==> config.mk <==
export PLATFORM = sky130hd
export DESIGN_NAME = des_oversample
export DESIGN_NICKNAME = d
export VERILOG_FILES = /design/src/rtl/des_oversample.sv
export SDC_FILE = /design/constraint.sdc
export NUM_CORES = 1
export LEC_CHECK = 0
export ABC_AREA = 1
export CAP_MARGIN = 30
export CORE_MARGIN = 1
export CORE_UTILIZATION = 50
export DETAILED_ROUTE_END_ITERATION = 10
export GPL_TIMING_DRIVEN = 0
export PLACE_DENSITY_LB_ADDON = 0.25
export SKIP_CTS_REPAIR_TIMING = 1
export SYNTH_ARGS = -nofsm -noshare
export SYNTH_HDL_FRONTEND = slang
export SYNTH_SLANG_ARGS = --single-unit
==> constraint.sdc <==
create_clock -name clock_160 -period 2.8 [get_ports clock_160]
set_input_delay 0.56 -clock clock_160 [delete_from_list [all_inputs] [get_ports clock_160]]
set_output_delay 0.56 -clock clock_160 [all_outputs]
set_load 0.02 [all_outputs]
==> src/rtl/des_oversample.sv <==
// des_oversample: oversampling serial-to-parallel deserializer.
// Picks one sample per bit at sample_phase (0..OSR-1), assembles DATA_W-bit
// words LSB-first and flags each completed word with a one-cycle data_valid.
// Optional word alignment is enabled by defining DES_ALIGN_EN: the block then
// hunts for SYNC_WORD before framing, and locked reports the alignment state.
module des_oversample #(
  parameter int unsigned              DATA_W    = 8,
  parameter int unsigned              OSR       = 4,
  parameter logic [DATA_W-1:0]        SYNC_WORD = 8'hBC,
  localparam int unsigned             PH_W      = $clog2(OSR)
) (
  input  logic              clock_160,
  input  logic              reset,
  input  logic              enable,
  input  logic              restart,
  input  logic [PH_W-1:0]   sample_phase,
  input  logic              data_in,
  output logic [DATA_W-1:0] data_out,
  output logic              data_valid,
  output logic              locked
);

  localparam int unsigned BC_W = $clog2(DATA_W);

  logic [PH_W-1:0]   samp_cnt;
  logic [BC_W-1:0]   bit_cnt;
  logic [DATA_W-1:0] shifter;
  logic [DATA_W-1:0] candidate;
  logic              strobe;
  logic              last_bit;

  // Sample strobe and the word as it would look after this strobe's shift.
  always_comb begin
    strobe    = enable && (samp_cnt == sample_phase);
    candidate = {data_in, shifter[DATA_W-1:1]};
    last_bit  = (bit_cnt == BC_W'(DATA_W - 1));
  end

`ifdef DES_ALIGN_EN
  typedef enum logic {HUNT, LOCKED} state_t;
  state_t state;

  assign locked = (state == LOCKED);

  // Counters, shifter, output word and the HUNT/LOCKED alignment FSM.
  always_ff @(posedge clock_160) begin
    if (reset) begin
      samp_cnt   <= '0;
      bit_cnt    <= '0;
      shifter    <= '0;
      data_out   <= '0;
      data_valid <= 1'b0;
      state      <= HUNT;
    end else if (restart) begin
      samp_cnt   <= '0;
      bit_cnt    <= '0;
      shifter    <= '0;
      data_valid <= 1'b0;
      state      <= HUNT;
    end else begin
      data_valid <= 1'b0;
      if (enable) begin
        samp_cnt <= (samp_cnt == PH_W'(OSR - 1)) ? '0 : samp_cnt + 1'b1;
      end
      if (strobe) begin
        shifter <= candidate;
        case (state)
          HUNT: begin
            // bit_cnt is meaningless until the sync word has been seen.
            if (candidate == SYNC_WORD) begin
              state   <= LOCKED;
              bit_cnt <= '0;
            end
          end
          LOCKED: begin
            if (last_bit) begin
              data_out   <= candidate;
              data_valid <= 1'b1;
              bit_cnt    <= '0;
            end else begin
              bit_cnt <= bit_cnt + 1'b1;
            end
          end
          default: state <= HUNT;
        endcase
      end
    end
  end
`else
  assign locked = 1'b1;

  // Counters, shifter and output word; framing starts at bit_cnt=0.
  always_ff @(posedge clock_160) begin
    if (reset) begin
      samp_cnt   <= '0;
      bit_cnt    <= '0;
      shifter    <= '0;
      data_out   <= '0;
      data_valid <= 1'b0;
    end else if (restart) begin
      samp_cnt   <= '0;
      bit_cnt    <= '0;
      shifter    <= '0;
      data_valid <= 1'b0;
    end else begin
      data_valid <= 1'b0;
      if (enable) begin
        samp_cnt <= (samp_cnt == PH_W'(OSR - 1)) ? '0 : samp_cnt + 1'b1;
      end
      if (strobe) begin
        shifter <= candidate;
        if (last_bit) begin
          data_out   <= candidate;
          data_valid <= 1'b1;
          bit_cnt    <= '0;
        end else begin
          bit_cnt <= bit_cnt + 1'b1;
        end
      end
    end
  end
`endif

endmodule

Word-level counts from Yosys, hierarchy flattened
Index checks and enable logic that the tools add are counted.
Operators by class
  add/sub/neg operators: 2
  equal/unequal tests: 3
  mux-type cells: 3
  bitwise operators: 2
  reductions and logical operators: 4
Operator list (number)
  3-bit by 1-bit adder with 3-bit output, second input constant: 1
  3-bit equality test, second input constant: 1
  3-bit 2-to-1 mux: 1
  3-bit AND reduction: 1
  3-bit OR reduction: 1
  2-bit by 1-bit adder with 2-bit output, second input constant: 1
  2-bit equality test: 1
  2-bit equality test, second input constant: 1
  2-bit 2-to-1 mux: 1
  1-bit NOT: 2
  2-bit OR reduction: 1
  1-bit logical AND: 1
  1-bit 2-to-1 mux: 1
Storage, ports and cells
  register bits after elaboration: 22
  input port bits: 7
  output and inout port bits: 10
  logic and storage cells: 19

Logic depth before layout (Yosys ltp)
  depth in word-level cells: 4
  depth in mapped cells: 8
  mapped depth without buffers: 8

Worst setup path before layout
OpenSTA, ideal clock, no wires.
  kind: flip-flop to flip-flop
  start: register bit_cnt[0]
  end: register data_out[3]
  setup time: 114 ps
  data arrival time: 1185 ps
  required time: 2686 ps
  setup slack: 1501 ps
  cell stages (with the launch flop): 8
  path buffers: 0
  period minus slack after synthesis: 1299 ps
  cells stage by stage: dfxtp_1 > ha_1 > ha_1 > inv_1 > nor2_2 > nand3_4 > nand3_1 > nand2_1
Between the ends
  cells in the longest elaborated chain, start to end: 2
Ends and longest elaborated chain
  from (decl): RTL line 26  | logic [BC_W-1:0] bit_cnt;
  from (signal assigned): RTL line 117  | bit_cnt <= bit_cnt + 1'b1;
  3-bit equality test: RTL line 36  | last_bit = (bit_cnt == BC_W'(DATA_W - 1));
  named net last_bit: RTL line 30  | logic last_bit;
  3-bit AND reduction (no line)
  to (signal assigned): RTL line 113  | data_out <= candidate;
  to (decl): RTL line 18  | output logic [DATA_W-1:0] data_out,
The timed path passes the listed nets, and every way through them passes these cells.
A chain may end at the register's enable or synchronous reset.

Worst setup path after layout
  start: register data_out[6]
  end: output port data_out[6]
No word-level cell between the ends.

==> impl_metrics.tcl <==
set metrics [dict create \
    wl_mm 1.58 \
    fp.coreArea_um2 1760 \
    first_global_vias 730 \
    grt_usage_pct 18.7 \
    place.gp.congestion 0.789 \
    io_buffers 15 \
    criticalPathCategory "register to output pin" \
    clockRootBuffer "clkbuf_4" \
    synth_area_leaders "dfxtp_1, nor2_1, inv_1" \
    cp-end-kind "output pin" \
    numCtsBuffers 3 \
    htree_num_levels 1 \
    rr_worst_depth 8 \
    antenna_found_initial 0 \
    dp_hpwl_mm 1.27 \
    dpl.cell_count 173 \
    yosys.cell_count.top_type "nor2_1" \
    async_flop_share_pct 0 \
    die_h_um 46.0 \
    ir_worst_vdd_uv 371 \
    power_density_nw_per_um2 420 \
    synth_area_per_cell_um2 7.29 \
    cts_tree "yes" \
    ios 17 \
    yosys_most_used_dff "dfxtp_1" \
    path_delay_family "buffers and inverters" \
    clock_sinks 21 \
    overflow 0 \
    final-max-slew-violation-count 0 \
    drt_iter0_drc 13 \
    antenna_cells 0 \
    wl_per_cell_um 8.93 \
    clk_path_buf_depth 2 \
    worst_path_largest_cell_delay_ps 610 \
    fp.dieW_um 46.0 \
    startpoint_type "register" \
    cts.reportedPaths.clkPinSlew_ps 110 \
    ys_warn_count 0 \
    leakagePower_nw 0.521 \
    ys_seq_area_share_pct 43.4 \
    start_util_pct 55.0 \
    synth_edf_count 0 \
    fill_cells 173 \
    synth.top_cell.area_share_pct 43.4 \
    utilization_pct 66.7 \
    cap_violations 0 \
    rsz0062_at_grt "no" \
    synth_cell_type_count 19 \
    syn_nets 143 \
    timing.fmax_mhz 551 \
    r2r_setup_slack_ps 1300 \
    cp_slowest_cell "clkdlybuf4s50_1" \
    min_to "data_out[3]" \
    fin_skew_ps 3.69 \
    cp.depth 1 \
    synth_area_um2 970 \
    drive_gt1_share_pct 12.5 \
    ys_ff_latch 21 \
    clk_latency_ps 300 \
    crit_path_cell_trace "clkdlybuf4s50_1" \
    firstDrtPassIters 4 \
    final_area_um2 1180 \
    place_area_um2 1150 \
    outcome "finished clean" \
    vias 817 \
    crit_buf_inv 1 \
    reg2reg_to "data_out[6]" \
    final_hold_viol_count 0 \
    whs_path_depth 2 \
    grt_pass1_wl_mm 2.80 \
    multi_input_area_um2 437 \
    post-route-period-util_pct 64.8 \
    path_max_fanout 2 \
    ant_nets 0 \
    critPathRequiredTime_ps 2240 \
    yosys.area.top_type "dfxtp_1" \
    post-route-min-period_ps 1810 \
    hp-class "register to register" \
    r2r_start "bit_cnt[0]" \
    ys_top_cells_by_count "nor2_1, dfxtp_1, inv_1" \
    seqCellArea_um2 420 \
    setup_viol 0 \
    via_per_inst 4.62 \
    fin_cells 177 \
    syn-instance-count 133 \
    rows 15 \
    hold_start "data_out[3]" \
    drc 0 \
    final_nets 163 \
    dieArea_um2 2120 \
    area_delta_synth_final_pct 21.4 \
    crit_arrival_ps 1250 \
    grt_start_max_net_pins 12 \
    finalSetupTns_ps 0 \
]
==> area by class of cell <==
cell class	instances	area share, %
multi-input combinational	85	37.1
sequential	21	35.7
timing repair buffer	15	12.8
inverter	24	7.65
tap	25	2.66
clock buffer	4	2.23
buffer	3	1.91
==> metal layers <==
metal	track usage, %	share of wire, %
met3	2.38	2.3
met4	10.6	2.9
met5	0	0
met1	21.1	46
met2	33.2	49
==> kinds of logic (layout without fill, tap and decap cells) <==
logic type                 after synthesis  after routing  synth area share (%)
and+or+nand+nor                         69             69                  34.6
buffers and inverters                   27             46                  11.6
DFF                                     21             21                  43.4
AOI/OAI and AO/OA                       12             12                  6.19
adders and majority gates                3              3                  3.87
other                                    1              1                 0.387
==> power by group <==
part / internal (W) / leakage, nW / switching (W) / total [W]
sequential: 0.000302 / 0.170 / 0.00000287 / 0.000305
combinational: 0.0000197 / 0.336 / 0.0000289 / 0.0000486
clock: 0.0000555 / 0.0150 / 0.0000846 / 0.000140
==> worst max path at each step <==
stage	start	endpoint	slack, ps
4_1_cts	data_out[6]	data_out[6]	960
5_1_grt	data_out[6]	data_out[6]	930
6_report	data_out[6]	data_out[6]	990
3_5_place_dp	sample_phase[0]	bit_cnt[2]	870
3_3_place_gp	sample_phase[0]	shifter[5]	920
2_1_floorplan	bit_cnt[0]	data_out[3]	1500
==> cell usage in the layout, fill, tap and decap left out, types with 4 or more instances in the layout <==
cell type / Yosys / final
nor2_1: 29 / 29
inv_2: 4 / 4
inv_1: 20 / 20
nand3_1: 4 / 4
dfxtp_1: 21 / 21
nand4_1: 8 / 8
nand2_2: 5 / 5
nand2_1: 18 / 18
a21oi_1: 4 / 4
clkdlybuf4s50_1: 0 / 15
o21ai_0: 8 / 8
==> worst register-to-register path, cell delays in order (launching register included) <==
cell,delay [ps]
dfxtp_1,360
ha_1,160
ha_1,160
inv_1,50
nor2_2,320
nand3_4,170
nand2_1,90
inv_1,40
nor2_1,100
==> per-stage QoR <==
step | worst slack, ps | total power, W | hold WS, ps
finish | 985 | 0.000494 | 479
global route | 928 | 0.000518 | 508
CTS | 956 | 0.000501 | 484
detailed placement | 869 | 0.000361 | 465
global placement | 922 | 0.000360 | 462
floorplan | 1500 | 0.000344 | 454
==> state kept, by name (all words and copies together) (netlist names) <==
| signal | count |
|---|---|
| data_out | 8 |
| samp_cnt | 2 |
| shifter | 7 |
| bit_cnt | 3 |
| data_valid | 1 |
No activity file was read; power rests on OpenSTA's default activity.
